$ cat src/rtl/gtx_sata_prims.sv
// SATA primitive words and FSM encoding shared by the ALIGN inserter and the encoder-side checker.
package gtx_sata_prims;

  localparam logic [15:0] ALIGN_W0 = 16'h4ABC;
  localparam logic [1:0]  ALIGN_K0 = 2'b01;
  localparam logic [15:0] ALIGN_W1 = 16'h7B4A;
  localparam logic [1:0]  ALIGN_K1 = 2'b00;
  localparam logic [15:0] SYNC_W0  = 16'h957C;
  localparam logic [1:0]  SYNC_K0  = 2'b01;
  localparam logic [15:0] SYNC_W1  = 16'hB5B5;
  localparam logic [1:0]  SYNC_K1  = 2'b00;

  typedef enum logic {
    ST_PASS  = 1'b0,
    ST_ALIGN = 1'b1
  } state_e;

  typedef struct packed {
    logic [15:0] data;
    logic [1:0]  isk;
  } prim_t;

  // odd selects the second word of the dword.
  function automatic prim_t align_word(input logic odd);
    prim_t w;
    w.data = odd ? ALIGN_W1 : ALIGN_W0;
    w.isk  = odd ? ALIGN_K1 : ALIGN_K0;
    return w;
  endfunction

  function automatic prim_t sync_word(input logic odd);
    prim_t w;
    w.data = odd ? SYNC_W1 : SYNC_W0;
    w.isk  = odd ? SYNC_K1 : SYNC_K0;
    return w;
  endfunction

endpackage

$ cat src/rtl/gtx_align_insert.sv
// Inserts an ALIGN pair every ALIGN_PERIOD dwords ahead of the GTX 8b/10b encoder, SYNC-filling gaps.
// Build option GTX_ALIGN_INSERT_EN: defined = ALIGN insertion; undefined = registered pass-through.
module gtx_align_insert
  import gtx_sata_prims::*;
#(
  parameter int unsigned ALIGN_PERIOD = 254
) (
  input  logic        clk,
  input  logic        rst,
  input  logic [15:0] in_data,
  input  logic [1:0]  in_isk,
  input  logic        in_valid,
  output logic        in_ready,
  input  logic        align_only,
  output logic [15:0] out_data,
  output logic [1:0]  out_isk,
  output logic        err_underrun,
  output state_e      dbg_state
);

  // Handshake: a word transfers on a rising clk edge where in_valid & in_ready;
  // in_ready never depends on in_valid, and in_valid may be dropped at any time.

`ifdef GTX_ALIGN_INSERT_EN

  localparam logic [7:0] PERIOD = 8'(ALIGN_PERIOD);

  state_e      state_q, state_d;
  logic [1:0]  sub_q, sub_d;
  logic        phase_q;
  logic        fill_q, fill_d;
  logic [7:0]  dw_cnt_q, dw_cnt_d;
  prim_t       word_d;
  logic        err_d;
  logic        ready_c;

  always_comb begin
    state_d  = state_q;
    sub_d    = sub_q;
    fill_d   = 1'b0;
    dw_cnt_d = dw_cnt_q;
    word_d   = sync_word(phase_q);
    err_d    = 1'b0;
    ready_c  = 1'b0;
    case (state_q)
      ST_ALIGN: begin
        word_d = align_word(sub_q[0]);
        sub_d  = sub_q + 2'd1;
        // align_only is only looked at on a pair boundary so a pair is never split.
        if (sub_q == 2'd3 && !align_only) state_d = ST_PASS;
      end
      default: begin
        if (!phase_q) begin
          if (align_only || dw_cnt_q == PERIOD) begin
            // The first ALIGN word goes out this cycle, so the FSM resumes at sub 1.
            state_d  = ST_ALIGN;
            sub_d    = 2'd1;
            dw_cnt_d = 8'd0;
            word_d   = align_word(1'b0);
          end else begin
            ready_c = 1'b1;
            if (in_valid) begin
              word_d.data = in_data;
              word_d.isk  = in_isk;
            end else begin
              fill_d = 1'b1;
            end
          end
        end else begin
          dw_cnt_d = dw_cnt_q + 8'd1;
          if (!fill_q) begin
            ready_c = 1'b1;
            if (in_valid) begin
              word_d.data = in_data;
              word_d.isk  = in_isk;
            end else begin
              err_d = 1'b1;
            end
          end
        end
      end
    endcase
  end

  always_ff @(posedge clk) begin
    if (!rst) begin
      state_q      <= ST_ALIGN;
      sub_q        <= 2'd0;
      phase_q      <= 1'b0;
      fill_q       <= 1'b0;
      dw_cnt_q     <= 8'd0;
      out_data     <= ALIGN_W0;
      out_isk      <= ALIGN_K0;
      err_underrun <= 1'b0;
    end else begin
      state_q      <= state_d;
      sub_q        <= sub_d;
      phase_q      <= ~phase_q;
      fill_q       <= fill_d;
      dw_cnt_q     <= dw_cnt_d;
      out_data     <= word_d.data;
      out_isk      <= word_d.isk;
      err_underrun <= err_d;
    end
  end

  assign in_ready  = rst & ready_c;
  assign dbg_state = state_q;

`else

  logic  phase_q;
  prim_t word_d;
  logic  err_d;
  logic  unused_cfg;

  always_comb begin
    word_d = sync_word(phase_q);
    err_d  = 1'b0;
    if (in_valid) begin
      word_d.data = in_data;
      word_d.isk  = in_isk;
    end else begin
      err_d = phase_q;
    end
  end

  always_ff @(posedge clk) begin
    if (!rst) begin
      phase_q      <= 1'b0;
      out_data     <= ALIGN_W0;
      out_isk      <= ALIGN_K0;
      err_underrun <= 1'b0;
    end else begin
      phase_q      <= ~phase_q;
      out_data     <= word_d.data;
      out_isk      <= word_d.isk;
      err_underrun <= err_d;
    end
  end

  assign in_ready   = rst;
  assign dbg_state  = ST_PASS;
  assign unused_cfg = align_only ^ (ALIGN_PERIOD == 0);

`endif

endmodule
$ cat config.mk
export PLATFORM = sky130hd
export DESIGN_NAME = gtx_align_insert
export DESIGN_NICKNAME = d
export VERILOG_FILES = /design/src/rtl/gtx_sata_prims.sv /design/src/rtl/gtx_align_insert.sv
export SDC_FILE = /design/constraint.sdc
export NUM_CORES = 1
export LEC_CHECK = 0
export ABC_AREA = 1
export BUFFER_PORTS_ARGS = -buffer_cell sky130_fd_sc_hd__buf_2
export CELL_PAD_IN_SITES_DETAIL_PLACEMENT = 1
export CELL_PAD_IN_SITES_GLOBAL_PLACEMENT = 2
export CORE_MARGIN = 1
export CORE_UTILIZATION = 22
export DETAILED_ROUTE_END_ITERATION = 6
export GPL_TIMING_DRIVEN = 0
export HOLD_SLACK_MARGIN = 0.06
export PLACE_DENSITY = 0.88
export SLEW_MARGIN = 15
export SYNTH_ARGS = -nofsm -noshare
export SYNTH_HDL_FRONTEND = slang
export SYNTH_SLANG_ARGS = --single-unit
$ cat constraint.sdc
create_clock -name clk -period 1.2 [get_ports clk]
set_input_delay 0 -clock clk [delete_from_list [all_inputs] [get_ports clk]]
set_output_delay 0 -clock clk [all_outputs]
set_load 0.02 [all_outputs]
==> key figures, run 1 <==
Floorplan
  • Die W: 55.75 microns
  • Die Span Y: 55.75 microns
  • Die ar.: 3108 sq um
  • I/O pin cnt: 43
  • Initial Util: 23.05%
  • Area of the core: 2758 sq um
  • # rows: 19

Global route
  • Number of global-route vias before repair: 788
  • GRT met2 Usage: 30.12%
  • GRT overflow: 0
  • Aggregate global-route resource usage: 14.19%
  • Initial antenna violation count: 0
  • First-pass GRT wire length: 3353 microns
  • Routing usage on met1: 12.32%
  • GR peak layer: met2
  • Largest net degree at the start of global routing: 13
  • Met3 usage: 3.953%

Place
  • Placed Instance Area: 864.6 sq um
  • Routability cong.: 0.6928
  • Dpl cells: 141
  • Post-DP HPWL: 1120 microns
  • PortBufs: 38
  • Pre-CTS WS: 450.3 ps

Detailed routing
  • DRC: 0
  • Routed WL: 1965 microns
  • Initial DRC Count: 5
  • Vias per cell: 3.973
  • Final ANT Viol Nets: 0
  • Via count: 723
  • Initial DRT Pass Iterations: 4
  • Drt wl/cell: 10.80 microns

Synth
  • Mean Syn Cell Area: 8.828 sq um
  • XOR/XNOR share of the synthesized area: 0%
  • Synth Area in Compound Gates: 0%
  • Post-Synthesis Cells: 72
  • Post-Synth Simple-Gate Area: 25.79%
  • Yosys warns: 0
  • Seq/Total Area, Yosys: 62.99%
  • Synth cell types: 11
  • Post-synth net total: 94
  • Register bit total from synthesis: 20
  • Main combinational cell family by area after synthesis: simple AND/OR/NAND/NOR gates
  • Post-synthesis adder-cell area fraction: 0%
  • Cell area after synthesis: 635.6 sq um
  • Post-synthesis mux area share: 0%

Layout
  • Layout area overhead: 102.6%
  • Fin cells: 182
  • Commonest non-fill, non-tap cells in the layout: buf_2, dlygate4sd3_1, nand2_1
  • Share of layout cells above drive strength 1: 31.79%
  • Final Net Count: 174
  • Fin area: 1287 sq um
  • Ant. Diodes: 0
  • Commonest non-fill, non-tap cell in the layout: buf_2

CTS
  • Clk root buf: clkbuf_4
  • Clock sink total: 20
  • CTS tree: yes
  • Post_cts resized: 0
  • Clock Tree Buf Depth: 2
  • H-tree depth: 1
  • Num CTS Buffers: 3
  • Post-CTS setup buffers: 0
  • Worst-path clk slew: 100 ps
  • Clock Latency Late Sink: 300 ps

STA
  • RSZ-0062 raised after global routing: no
  • Fmax: 0.8644 GHz
  • Fin Setup TNS: 0 ps
  • Post-route clock period utilization: 96.41%
  • Final worst slack: 43.12 ps
  • Final hold violations: 0
  • Final setup fails: 0
  • Slew Limit Fails: 0
  • Min cycle time layout: 1157 ps
  • Clk_skew: 8.399 ps
  • Min Hold Slack: 219.5 ps

Critical path
  • Crit start category: input port
  • Worst setup path category: in2reg
  • Crit end category: flop
  • Crit path arrival time: 1350 ps
  • Worst Path Buf+Inv: 3
  • Worst path required time: 1400 ps
  • Critical path's slowest cell: dlygate4sd3_1
  • CP max stage delay: 570 ps
  • Peak fanout along the critical path: 1
  • CP Cell Sequence: dlygate4sd3_1 -> buf_2 -> nand2_1 -> dlygate4sd3_1 -> nand2_1
  • CP delay by family, top: buffers and inverters

Pwr
  • Power Dens Cells: 1207 nW/um^2
  • Leak pwr: 0.0006654 uW
  • Max IR drop VDD: 0.6778 mV

Worst hold path
  • Worst Hold Class: in2out

Job
  • Count of max-cap constraint violations: 0

Outcome
  • Status: finished clean
-- power by group --
| part | leakage (uW) | switching (uW) | internal, uW |
|---|---|---|---|
| registers | 0.000167 | 11.3 | 705 |
| clock network | 0.0000279 | 207 | 338 |
| logic | 0.000471 | 137 | 156 |
-- timing repair --
item / CTS / global route
endpoints found under the setup margin: 0 / 3
hold buffers: 39 / 1
hold endpoints to repair: 20 / 3
-- sequential cells by signal, summed over array words and instances, names as in the netlist --
signal / cells
phase_q: 1
out_data: 16
out_isk: 2
err_underrun: 1
-- area by class of cell --
| class | count | area [sq um] |
|---|---|---|
| Buffer | 4 | 37.54 |
| Clock buffer | 3 | 22.52 |
| Clock inverter | 1 | 30.03 |
| Fill cell | 335 | 1470 |
| Inverter | 8 | 30.03 |
| Multi-Input combinational cell | 40 | 167.7 |
| Sequential cell | 20 | 400.4 |
| Tap cell | 31 | 38.79 |
| Timing Repair Buffer | 75 | 560.5 |
-- kinds of logic after synthesis --
logic type | Yosys count
AND/OR/NAND/NOR | 39
other | 1
buffers and inverters | 12
flip-flops | 20
-- worst register-to-register path, cell delays in order (launching register included) --
cell	delay (ps)
dfxtp_1	410
nand2_1	90
nand2_1	110
nand2_1	70
-- per-stage QoR --
| stage | util (%) | power (uW) |
|---|---|---|
| final | 46.69 | 1554 |
| after global routing | 46.69 | 1622 |
| after CTS | 47.41 | 1565 |
| after detailed placement | 31.35 | 929.1 |
| after global placement | 31.35 | 922.9 |
| after floorplan | - | 848.5 |
-- path summary, 6_finish.rpt --
check | start | endpoint | slack [ps] | cells past startpoint
hold / removal | rst | in_ready | 220 | 2
setup reg to reg | phase_q | out_data[3] | 410 | 3
setup / recovery | in_data[3] | out_data[3] | 40 | 5
hold reg to reg | phase_q | phase_q | 500 | 1
-- cell usage after synthesis --
library cell	number	area share, %
dfxtp_1	20	63
buf_6	2	3.5
inv_2	1	0.59
buf_4	2	2.4
inv_1	7	4.1
nand2_4	1	1.8
conb_1	1	0.59
or2_1	3	3.0
nand3_1	2	1.6
nor2_1	12	7.1
nand2_1	21	12
-- per-layer routing --
layer | vias up | part of all wire [%] | routed length [microns]
met5 | - | 0 | 0
met4 | 0 | 0.97 | 19
met3 | 2 | 6.3 | 124
met2 | 29 | 56 | 1096
met1 | 328 | 37 | 726
li1 | 364 | - | -
Power figures use the tool's default switching activity.
==> inputs of run 2 (changes only) <==
--- a/config.mk
+++ b/config.mk
@@ -5,7 +5,7 @@
 export SDC_FILE = /design/constraint.sdc
 export NUM_CORES = 1
 export LEC_CHECK = 0
-export ABC_AREA = 1
+export ABC_AREA = 0
 export BUFFER_PORTS_ARGS = -buffer_cell sky130_fd_sc_hd__buf_2
 export CELL_PAD_IN_SITES_DETAIL_PLACEMENT = 1
 export CELL_PAD_IN_SITES_GLOBAL_PLACEMENT = 2
@@ -14,7 +14,7 @@
 export DETAILED_ROUTE_END_ITERATION = 6
 export GPL_TIMING_DRIVEN = 0
 export HOLD_SLACK_MARGIN = 0.06
-export PLACE_DENSITY = 0.88
+export PLACE_DENSITY = 0.85
 export SLEW_MARGIN = 15
 export SYNTH_ARGS = -nofsm -noshare
 export SYNTH_HDL_FRONTEND = slang
==> key figures, run 2 <==
Outcome
  • Status: finished clean

Layout
  • Top Registers: out_data x16, out_isk x2
  • Final Net Count: 157 (-9.8%)
  • Layout area overhead: 92.63%
  • Max FFs per register: 16 (unchanged)
  • Commonest non-fill, non-tap cell in the layout: buf_2
  • Commonest non-fill, non-tap cells in the layout: buf_2, dlygate4sd3_1, dfxtp_1
  • Largest register by flop count: out_data
  • Ant. Diodes: 0 (unchanged)
  • Share of layout cells above drive strength 1: 37.31% (+5.5 points)

Synth
  • Number of flops mapped to enable cells by yosys: 0 (unchanged)
  • Seq/Total Area, Yosys: 63.75% (+0.75 points)
  • Cell area after synthesis: 628.1 sq um (-1.2%)
  • Synth area leader: dfxtp_1
  • Synth cell count leaders: dfxtp_1, nand2_1, a21oi_1
  • Register bit total from synthesis: 20 (unchanged)
  • Synth area leaders: dfxtp_1, nand2_1, a21oi_1, buf_4, or2_1
  • Share of the synthesized area in the top cell type: 63.75% (+0.75 points)
  • Post-Synthesis Cells: 62 (-14%)
  • Ys async rst share: 0% (unchanged)
  • Most frequent cell after synthesis: dfxtp_1
  • Synth cell types: 16 (+5)
  • Post-synth net total: 84 (-11%)
  • Main flop type after synthesis: dfxtp_1
  • Mean Syn Cell Area: 10.13 sq um (+15%)
  • Yosys warns: 0 (unchanged)

Floorplan
  • # rows: 19 (unchanged)
  • Die ar.: 3072 sq um (-1.1%)
  • I/O pin cnt: 43 (unchanged)
  • Initial Util: 22.97% (-0.074 points)
  • Die Span Y: 55.43 microns (-0.57%)
  • Area of the core: 2734 sq um (-0.86%)
  • Die W: 55.43 microns (-0.57%)

Global route
  • GRT met2 Usage: 25.65% (-4.5 points)
  • GR peak layer: met2
  • Routing usage on met1: 13.93% (+1.6 points)
  • Largest net degree at the start of global routing: 13 (unchanged)
  • First-pass GRT wire length: 3167 microns (-5.5%)
  • GRT overflow: 0 (unchanged)
  • Number of global-route vias before repair: 718 (-8.9%)
  • Aggregate global-route resource usage: 13.57% (-0.61 points)
  • Met3 usage: 2.342% (-1.6 points)
  • Initial antenna violation count: 0 (unchanged)

Critical path
  • Reg2reg start: phase_q
  • Crit path arrival time: 1370 ps (+20 ps)
  • Worst setup path category: in2reg
  • Crit end category: flop
  • Peak fanout along the critical path: 1 (unchanged)
  • Crit start category: input port
  • Worst path required time: 1390 ps (about the same)
  • Crit path launch: in_data[1]

CTS
  • Clock Latency Late Sink: 300 ps (about the same)
  • Clock Tree Buf Depth: 2 (unchanged)
  • Clk root buf: clkbuf_4
  • Worst-path clk slew: 120 ps (+20 ps)
  • Num CTS Buffers: 3 (unchanged)
  • Post_cts resized: 0 (unchanged)
  • H-tree depth: 1 (unchanged)
  • Post-CTS setup buffers: 0 (unchanged)
  • Clock sink total: 20 (unchanged)
  • CTS tree: yes

STA
  • Clk_skew: 10.31 ps (+1.906 ps)
  • Final setup fails: 0 (unchanged)
  • Fin Setup TNS: 0 ps (unchanged)
  • Post-route clock period utilization: 98.00% (+1.6 points)
  • RSZ-0062 raised after global routing: no
  • Fmax: 0.8503 GHz (-1.6%)
  • Slew Limit Fails: 0 (unchanged)
  • Final hold violations: 0 (unchanged)
  • Min cycle time layout: 1176 ps (+19.12 ps)

Detailed routing
  • Via count: 658 (-9.0%)
  • DRC: 0 (unchanged)
  • Vias per cell: 3.988 (+0.39%)
  • Drt wl/cell: 11.78 microns (+9.1%)
  • Routed WL: 1944 microns (-1.1%)
  • Initial DRC Count: 11 (+6)
  • Final ANT Viol Nets: 0 (unchanged)
  • Initial DRT Pass Iterations: 2 (-2)

Pwr
  • Max IR drop VDD: 0.6779 mV (about the same)
  • Leak pwr: 0.0006010 uW (-9.7%)
  • Power Dens Cells: 1269 nW/um^2 (+5.1%)
  • Total power: 1535 uW (-1.2%)

Place
  • PortBufs: 38 (unchanged)
  • Post-DP HPWL: 1135 microns (+1.3%)
  • Routability cong.: 0.6192 (-11%)

Worst hold path
  • Worst Hold Class: in2reg
  • Hold Crit Start: in_valid

Job
  • Count of max-cap constraint violations: 0 (unchanged)
## run 2: routing by layer
metal,vias up,part of all wire [%]
li1,332,-
met1,303,39
met2,21,55
met3,2,3.9
met4,0,1.4
met5,-,0
## run 2: cell type report
class	count	area [sq um]
fillers	325	1524
repair buffers	68	490.5
flip-flops and latches	20	400.4
multi-input cells	32	167.7
plain buffers	5	41.29
well taps	31	38.79
clock inverters	1	30.03
clock buffers	3	22.52
inverters	5	18.77
## run 2: kinds of logic (layout without fill, tap and decap cells)
kind of cell	Yosys count	in the layout	share of synthesized area (%)
AO/OA/AOI/OAI	10	10	9.362
buffers and inverters	10	82	9.561
flip-flops	20	20	63.74
other	1	1	0.5970
AND/OR/NAND/NOR	21	21	16.73
## run 2: power by group
part | internal (uW) | leakage [uW] | switching [uW]
Clock | 337 | 0.0000279 | 212
Sequential | 703 | 0.000167 | 12.2
Combinational | 144 | 0.000406 | 126
## run 2: worst max-delay path, cell delays in order
cell and delay [ps]:
dlygate4sd3_1 540, buf_2 120, and3_1 170, dlygate4sd3_1 550
## run 2: final timing paths
kind	to	slack [ps]	cells after the start
setup / recovery	out_data[1]	20	4
hold / removal	out_data[15]	60	3
setup reg to reg	out_isk[0]	350	2
hold reg to reg	phase_q	520	1
## run 2: stage by stage
stage	area [sq um]	setup WS [ps]	utilization (%)	hold WS (ps)	instances
after floorplan	628.1	441.0	-	99.81	62
after global placement	857.1	351.2	31.35	179.2	131
after detailed placement	857.1	314.7	31.35	186.6	131
after CTS	1200	50.55	43.89	68.52	164
after global routing	1210	13.93	44.26	66.50	165
final	1210	24.00	44.26	62.20	165
## run 2: repair_timing
action                                  4_1_cts  5_1_grt
endpoints found under the setup margin        0        1
endpoints found under the hold margin        19        1
hold buffers                                 29        2
